===== src/rtl/irq_priority_encoder.sv =====
// irq_priority_encoder: sequential N-to-W priority encoder with request latching and a
// valid/acknowledge handshake. Requests are OR-ed into a pending register; the highest pending
// index is presented on S with V=1 and held until ACK, which retires that one pending bit.
//
// Ports:
//   clk    - system clock, all state updates on the rising edge
//   rst_n  - synchronous active-low reset
//   E      - enable: 1 = latch R into pending, 0 = ignore R
//   R      - level-sensitive request lines, bit N-1 has highest priority
//   ACK    - consumer acknowledge of the presented code
//   S      - encoded index of the presented request (qualify with V)
//   V      - S is valid
//   P      - pending register non-zero (includes the presented request)
//
// N must equal 2**W.
module irq_priority_encoder #(
    parameter int unsigned N = 8,
    parameter int unsigned W = 3
) (
    input  logic         clk,
    input  logic         rst_n,
    input  logic         E,
    input  logic [N-1:0] R,
    input  logic         ACK,
    output logic [W-1:0] S,
    output logic         V,
    output logic         P
);

    typedef enum logic [0:0] {StIdle, StPresent} state_e;

    state_e         state_q, state_d;
    logic [N-1:0]   pend_q, pend_d;
    logic [W-1:0]   s_q, s_d;
    logic           p_q, p_d;
    logic [N-1:0]   clr;
    logic [W-1:0]   top_idx;

    // Highest set index of the registered pend; later iterations override earlier ones.
    always_comb begin
        top_idx = '0;
        for (int unsigned i = 0; i < N; i++) begin
            if (pend_q[i]) begin
                top_idx = W'(i);
            end
        end
    end

    // Retire the presented bit only when an ACK is accepted in StPresent.
    always_comb begin
        clr = '0;
        if (state_q == StPresent && ACK) begin
            clr[s_q] = 1'b1;
        end
    end

    // A request on the bit being cleared wins, since R is OR-ed in after the clear.
    always_comb begin
        pend_d = pend_q & ~clr;
        if (E) begin
            pend_d = pend_d | R;
        end
        p_d = |pend_d;
    end

    always_comb begin
        state_d = state_q;
        s_d     = s_q;
        unique case (state_q)
            StIdle: begin
                if (pend_q != '0) begin
                    s_d     = top_idx;
                    state_d = StPresent;
                end
            end
            StPresent: begin
                // No preemption: S stays put until ACK.
                if (ACK) begin
                    state_d = StIdle;
                end
            end
            default: state_d = StIdle;
        endcase
    end

    always_ff @(posedge clk) begin
        if (!rst_n) begin
            state_q <= StIdle;
            pend_q  <= '0;
            s_q     <= '0;
            p_q     <= 1'b0;
        end else begin
            state_q <= state_d;
            pend_q  <= pend_d;
            s_q     <= s_d;
            p_q     <= p_d;
        end
    end

    assign S = s_q;
    assign V = (state_q == StPresent);
    assign P = p_q;

endmodule


===== config.mk =====
export PLATFORM = sky130hd
export DESIGN_NAME = irq_priority_encoder
export DESIGN_NICKNAME = d
export VERILOG_FILES = /design/src/rtl/irq_priority_encoder.sv
export SDC_FILE = /design/constraint.sdc
export NUM_CORES = 1
export LEC_CHECK = 0
export CORE_MARGIN = 3
export CORE_UTILIZATION = 25
export DETAILED_ROUTE_END_ITERATION = 10
export PLACE_DENSITY_LB_ADDON = 0.12
export SLEW_MARGIN = 10
export SYNTH_ARGS = -nofsm -noshare
export SYNTH_HDL_FRONTEND = slang
export SYNTH_SLANG_ARGS = --single-unit

===== constraint.sdc =====
create_clock -name clk -period 2.05 [get_ports clk]
set_input_delay 0.3075 -clock clk [delete_from_list [all_inputs] [get_ports clk]]
set_output_delay 0.3075 -clock clk [all_outputs]
set_load 0.02 [all_outputs]

Word-level counts from Yosys, hierarchy flattened:

Index checks and enable logic that the tools add are counted.
Widths: inputs -> output; s select.

* order comparisons: 2
* mux-type cells: 14
* bitwise operators: 4
* reductions and logical operators: 5

Operator list (number)
* $mux 8: 2
* $mux 3: 5
* $and 8x8->8: 1
* $not 8->8: 1
* $or 8x8->8: 1
* $reduce_bool 8->1: 1
* $reduce_or 8->1: 1
* $lt 3x4->1 const B: 1
* $mux 1: 4
* $demux 1 s3: 1
* $ge 3x1->1 const B: 1
* $logic_and 1x1->1: 2
* $mux 2: 1
* $pmux 1 s2: 1
* $reduce_and 2->1: 1
* $not 1->1: 1

* register bits after elaboration: 13
* word-level logic and storage cells: 29

Depth between registers and ports, before layout:

Gate-level depths: netlist (run 1).

* depth after elaboration: 10
* mapped depth: 5
* mapped depth without buffers: 4

Worst setup path before layout (run 1):

No wires, ideal clock.

* kind: flip-flop to flip-flop
* start point: reg state_q (netlist: V)
* end point: reg p_q (netlist: P)
* library setup time: 0.125 ns
* arrival: 1.415 ns
* required time: 1.925 ns
* setup slack: 0.510 ns
* cell stages (with the launch flop): 5
* clock period less this slack: 1.540 ns
* cell sequence: dfxtp_1 -> nand3b_2 -> a222oi_1 -> o2111ai_1 -> o41a_1

* longest elaborated chain between the ends: 7

Ends and longest elaborated chain
* start: declaration: RTL line 32 `state_e state_q, state_d;`
* start signal: assignment: RTL line 88 `state_q <= StIdle;`
* start signal: assignment: RTL line 93 `state_q <= state_d;`
* $logic_and 1x1->1 (*): RTL line 52 `if (state_q == StPresent && ACK) begin`
* $mux 8 (*): RTL line 52
* $not 8->8 (*): RTL line 59 `pend_d = pend_q & ~clr;`
* $and 8x8->8 (*): RTL line 59
* $or 8x8->8: RTL line 61 `pend_d = pend_d | R;`
* $mux 8 (*): RTL line 60 `if (E) begin`
* $reduce_or 8->1 (*): RTL line 63 `p_d = |pend_d;`
* end signal: assignment: RTL line 96 `p_q <= p_d;`
* end: declaration: RTL line 35 `logic p_q, p_d;`

Mark *: on every way between the ends. The rest lies on a longest branch, timed or not.
A chain may end at the register's enable or synchronous reset.

Worst setup path in the final report (run 1):

* start point: reg s_q[2] (netlist: S[2])
* end point: out S[2]

RTL lines
* start: declaration: RTL line 34 `logic [W-1:0] s_q, s_d;`
* start signal: assignment: RTL line 90 `s_q <= '0;`
* start signal: assignment: RTL line 95 `s_q <= s_d;`
* end: declaration: RTL line 25 `output logic [W-1:0] S,`

No word-level cell between the ends.

==> results of run 1 <==
## worst paths after layout
check             from        end  slack, ns  cells past startpoint
max               S[2]       S[2]       0.35                      1
max reg2reg          V          P       0.50                      4
min          pend_q[0]  pend_q[0]       0.51                      2
min reg2reg  pend_q[0]  pend_q[0]       0.51                      2
## Yosys cell counts, drive strengths merged
cell / instances / area (sq um)
dfxtp: 13 / 260.3
nand2: 12 / 45.04
o21ai: 7 / 35.03
a21boi: 6 / 45.04
a21oi: 5 / 25.02
nand2b: 4 / 25.02
and2: 3 / 18.77
clkbuf: 2 / 7.510
inv: 2 / 7.510
nand3: 2 / 10.01
nor2: 2 / 7.510
nor4: 2 / 12.51
o211a: 2 / 20.02
o21a: 2 / 15.01
a221oi: 1 / 15.01
a222oi: 1 / 10.01
a22oi: 1 / 7.510
a31oi: 1 / 6.260
nand3b: 1 / 11.26
nor2b: 1 / 6.260
nor3: 1 / 5.000
o2111ai: 1 / 8.760
o21bai: 1 / 7.510
o311ai: 1 / 8.760
o41a: 1 / 11.26
or2: 1 / 6.260
## power by group through the flow
| stage | clock, mW | combinational, mW | sequential, mW |
|---|---|---|---|
| after floorplan | 0 | 0.0795 | 0.325 |
| after global placement | 0 | 0.158 | 0.322 |
| after detailed placement | 0 | 0.157 | 0.320 |
| after CTS | 0.164 | 0.158 | 0.315 |
| after global routing | 0.175 | 0.174 | 0.321 |
| final | 0.155 | 0.155 | 0.315 |
## registers in the layout, summed over array words and instances, names as in the netlist
signal and count:
P 1, S 3, V 1, pend_q 8
## stage by stage
| step | total power, mW | hold slack [ns] |
|---|---|---|
| final | 0.6254 | 0.5109 |
| after global routing | 0.6698 | 0.5716 |
| after CTS | 0.6367 | 0.5140 |
| after detailed placement | 0.4764 | 0.5020 |
| after global placement | 0.4799 | 0.4938 |
| after floorplan | 0.4046 | 0.4458 |
## cell families after synthesis
family	synth area share (%)
AOI/OAI and AO/OA	33.72
buffers and inverters	2.354
DFF	40.78
and+or+nand+nor	23.14
## worst min-delay path, stage by stage (launching register included)
cell and delay [ns]:
dfxtp_1 0.34, nand2_1 0.06, a21boi_0 0.06
## layout make-up
type	count	area share [%]
clock buffers	4	3.084
inverters	2	0.8811
multi-input cells	59	42.58
flip-flops and latches	13	30.54
well taps	28	4.112
repair buffers	16	18.80
## per-layer routing
metal | up-vias | GRT usage, % | part of all wire, %
met3 | 2 | 5.517 | 6.3
met4 | 0 | 2.034 | 0.80
met2 | 14 | 17.00 | 45
li1 | 312 | - | -
met1 | 295 | 14.54 | 47
met5 | - | 0 | 0
==> results.sh, run 1 <==
export IMPL_final_max_slew_viol_count=0
export IMPL_synth_warnings=0
export IMPL_dr_pass1_iters=4
export IMPL_final_core_util_pct=36.75
export IMPL_setup_ws_ns=0.3481
export IMPL_syn_avg_cell_area_sq_um=8.396
export IMPL_worstSetupPathType="reg -> out"
export IMPL_holdCritPathClass="reg -> reg"
export IMPL_initial_core_util_pct=27.52
export IMPL_post_cts_resized=0
export IMPL_dp_slack_ns=0.1458
export IMPL_htree_levels=1
export IMPL_worstPathCellList="clkdlybuf4s50_1"
export IMPL_required_ns=1.74
export IMPL_final_common_cell="clkdlybuf4s50_1"
export IMPL_cts_tree="built"
export IMPL_crit_path_end_kind="output port"
export IMPL_postCtsHoldBufs=0
export IMPL_cts_sinks=13
export IMPL_cp_max_fo=8
export IMPL_p_sw_share_pct=30.23
export IMPL_routed_wl_mm=1.631
export IMPL_syn_cell_area_sq_um=638.1
export IMPL_final_area_sq_um=852.1
export IMPL_slew_headroom_pct=71.16
export IMPL_drive_gt1_share_pct=5.319
export IMPL_gp_congestion=0.7905
export IMPL_irDropWorstVdd_mv=0.4567
export IMPL_io_pins=17
export IMPL_p_int_mw=0.4364
export IMPL_placed_cell_area_sq_um=825.8
export IMPL_fin_skew_ns=0.005190
export IMPL_port_buffer_count=16
export IMPL_p_per_area_mw_per_mm2=734.0
export IMPL_report_final_setup_viol=0
export IMPL_grtUsageTotal_pct=11.26
export IMPL_final_cell_mix="16 x clkdlybuf4s50_1, 13 x dfxtp_1, 12 x nand2_1, 7 x o21ai_0, 6 x a21boi_0"
export IMPL_seqCellArea_sq_um=260.3
export IMPL_power_frac_comb_pct=24.8
export IMPL_p_clk_share_pct=24.8
export IMPL_vias=623
export IMPL_leakage_nw=0.3210
export IMPL_grt_pass1_vias=590
export IMPL_design_core_area_sq_mm=0.002318
export IMPL_die_area_sq_mm=0.003195
export IMPL_rows=17
export IMPL_grt_ovfl_total=0
export IMPL_cts_setup_buffers=0
export IMPL_grt_max_degree=14
export IMPL_multi_input_area_sq_um=362.8
export IMPL_finalHoldViolCount=0
export IMPL_yosysUniqueCellTypes=26
export IMPL_synthCells=76
export IMPL_power_frac_seq_pct=50.3
export IMPL_path_delay_family="buffers and inverters"
export IMPL_ys_ff_latch=13
export IMPL_start_kind="flop"
export IMPL_tightest_slew_ns=0.4286
export IMPL_num_nets_final=107
export IMPL_dpl_hpwl_mm=1.209
export IMPL_period_needed_ns=1.702
export IMPL_grt_pass1_wl_mm=2.849
export IMPL_drc=0
export IMPL_critPathSlowestCell="clkdlybuf4s50_1"
export IMPL_cp_data_arrival_time_ns=1.39
export IMPL_critPathMaxStageDelay_ns=0.66
export IMPL_clk_latency_ns=0.27
export IMPL_final_cells=122
export IMPL_clk_path_buf_depth=2
export IMPL_rsz0062_at_grt="false"
export IMPL_cts_buffers=3
export IMPL_antenna_found_initial=0
export IMPL_cp_num_buf_inv=1
export IMPL_max_freq_mhz=587.6
export IMPL_syn_nets=88
export IMPL_clockRootBuffer="clkbuf_4"
export IMPL_area_growth_pct=33.53
export IMPL_fp_dieH_microns=56.52
export IMPL_setup_tns_ns=0
export IMPL_via_per_inst=5.107
export IMPL_drt_iter0_markers=24
export IMPL_power_switching_mw=0.1891
export IMPL_fillers=244
export IMPL_clk_pin_slew_ns=0.08
export IMPL_ant_nets=0
export IMPL_dp_cells=118
export IMPL_diodes=0
export IMPL_wl_per_cell_microns=13.37
export IMPL_min_period_over_period_pct=83.02
export IMPL_drv_cap=0
export IMPL_die_x_microns=56.52
export IMPL_seq_area_frac_synth_pct=40.78
export IMPL_run_status="completed"
No activity file was read; power rests on OpenSTA's default activity.
==> run 2: changes to the inputs <==
- clock period: 2.05 -> 1.6 ns (I/O delays scaled with it)
==> run 2 against run 1 <==
  * Global-route usage is 0.33 points higher
  * Via count is 5.9% higher
  * Count of clock-buffer cells in the layout stayed put
  * Largest power group unchanged
  * Final cell count is 9.0% higher
  * Wire length is 9.1% higher
  * Power is 38% higher
  * Critical endpoint is now S[1]
  * Critical path depth stayed put
==> results.sh, run 2 (same netlist as run 1, synthesis figures left out) <==
export IMPL_clk_path_buf_depth=2
export IMPL_r2r_end="P"
export IMPL_port_buffer_count=16
export IMPL_fin_skew_ns=0.0008171
export IMPL_report_final_setup_viol=0
export IMPL_grtUsageMet2_pct=17.49
export IMPL_grt_pass1_wl_mm=2.835
export IMPL_critPathMaxStageDelay_ns=0.63
export IMPL_dpl_hpwl_mm=1.297
export IMPL_crit_path_end_kind="output port"
export IMPL_grtUsageTotal_pct=11.59
export IMPL_drv_cap=0
export IMPL_min_period_over_period_pct=96.34
export IMPL_critPathSlowestCell="clkdlybuf4s50_1"
export IMPL_cp_num_buf_inv=1
export IMPL_fillers=249
export IMPL_placed_cell_area_sq_um=908.4
export IMPL_leakage_nw=0.4197
export IMPL_grt_use_met3_pct=2.759
export IMPL_final_max_slew_viol_count=0
export IMPL_grt_max_degree=9
export IMPL_area_growth_pct=51.76
export IMPL_period_needed_ns=1.541
export IMPL_regMostFlops="pend_q"
export IMPL_vias=660
export IMPL_holdCritPathClass="in -> reg"
export IMPL_hold_end="V"
export IMPL_busiest_layer="met2"
export IMPL_use_met1_pct=14.68
export IMPL_clk_latency_ns=0.28
export IMPL_required_ns=1.36
export IMPL_tightest_slew_ns=0.4355
export IMPL_largest_reg_flops=8
export IMPL_p_per_area_mw_per_mm2=891.2
export IMPL_io_pins=17
export IMPL_num_nets_final=118
export IMPL_gp_congestion=0.8261
export IMPL_start_kind="flop"
export IMPL_dp_slack_ns=-0.2335
export IMPL_r2r_cells=4
export IMPL_final_core_util_pct=41.77
export IMPL_ant_nets=0
export IMPL_total_power_mw=0.8631
export IMPL_fp_dieH_microns=56.52
export IMPL_run_status="completed"
export IMPL_cts_buffers=3
export IMPL_dr_pass1_iters=4
export IMPL_cp_max_fo=4
export IMPL_seqCellArea_sq_um=262.8
export IMPL_worstSetupPathType="reg -> out"
export IMPL_antenna_found_initial=0
export IMPL_setup_ws_ns=0.05854
export IMPL_finalHoldViolCount=0
export IMPL_die_area_sq_mm=0.003195
export IMPL_grt_ovfl_total=0
export IMPL_grt_pass1_vias=621
export IMPL_die_x_microns=56.52
export IMPL_routed_wl_mm=1.780
export IMPL_wl_per_cell_microns=13.38
export IMPL_path_delay_family="buffers and inverters"
export IMPL_final_cell_mix="12 x nand2_1, 11 x dfxtp_1, 11 x clkdlybuf4s50_1, 11 x buf_4, 6 x a21boi_0"
export IMPL_clockRootBuffer="clkbuf_4"
export IMPL_multi_input_area_sq_um=392.9
export IMPL_drt_iter0_markers=16
export IMPL_diodes=0
export IMPL_htree_levels=1
export IMPL_slew_headroom_pct=70.70
export IMPL_hold_ws_ns=0.3807
export IMPL_worstPathCellList="clkdlybuf4s50_1"
export IMPL_final_common_cell="nand2_1"
export IMPL_rr_startpoint="pend_q[1]"
export IMPL_cts_tree="built"
export IMPL_via_per_inst=4.962
export IMPL_drc=0
export IMPL_cts_sinks=13
export IMPL_max_freq_mhz=648.7
export IMPL_clk_pin_slew_ns=0.08
export IMPL_initial_core_util_pct=27.52
export IMPL_design_core_area_sq_mm=0.002318
export IMPL_drive_gt1_share_pct=19.05
export IMPL_critical_path_startpoint="S[1]"
export IMPL_min_from="ACK"
export IMPL_rows=17
export IMPL_cp_data_arrival_time_ns=1.30
export IMPL_irDropWorstVdd_mv=0.3700
export IMPL_regToRegSetupSlack_ns=0.09
export IMPL_holdPathStages=3
export IMPL_final_area_sq_um=968.4
run 2: stage by stage:
stage / instances / setup TNS, ns
floorplan: 76 / 0
global placement: 129 / -0.2943
detailed placement: 129 / -0.2414
CTS: 133 / 0
global route: 133 / -0.004693
finish: 133 / 0
run 2: final cells by class:
class / instances / share of cell area [%]
multi-input cells: 59 / 40.57
flip-flops and latches: 13 / 27.13
repair buffers: 27 / 25.19
well taps: 28 / 3.618
clock buffers: 4 / 2.713
inverters: 2 / 0.7752
run 2: worst max-delay path by stage:
stage | depth (start not counted) | slack (ns) | endpoint
after floorplan | 4 | 0.06 | P
after global placement | 5 | -0.24 | P
after detailed placement | 5 | -0.23 | P
after CTS | 5 | 0.07 | P
after global routing | 4 | -0.002 | S[1]
final | 1 | 0.06 | S[1]
run 2: per-layer routing:
layer | part of all wire, % | up-vias | wire length (microns)
met1 | 49 | 293 | 870
met3 | 6.3 | 5 | 112
met4 | 2.5 | 0 | 44
met2 | 42 | 25 | 752
met5 | 0 | - | 0
li1 | - | 337 | -
run 2: power breakdown:
group / leakage (nW) / switching [mW] / internal, mW
Combinational: 0.296 / 0.112 / 0.134
Sequential: 0.109 / 0.0459 / 0.358
Clock: 0.0150 / 0.115 / 0.0970
run 2: timing repair:
action | 4_1_cts | 5_1_grt
endpoints found under the hold margin | 0 | 0
buffers inserted | 0 | 0
gates resized for setup | 3 | 10
hold buffers | 0 | 0
endpoints found under the setup margin | 3 | 1
pin swaps | 0 | 1
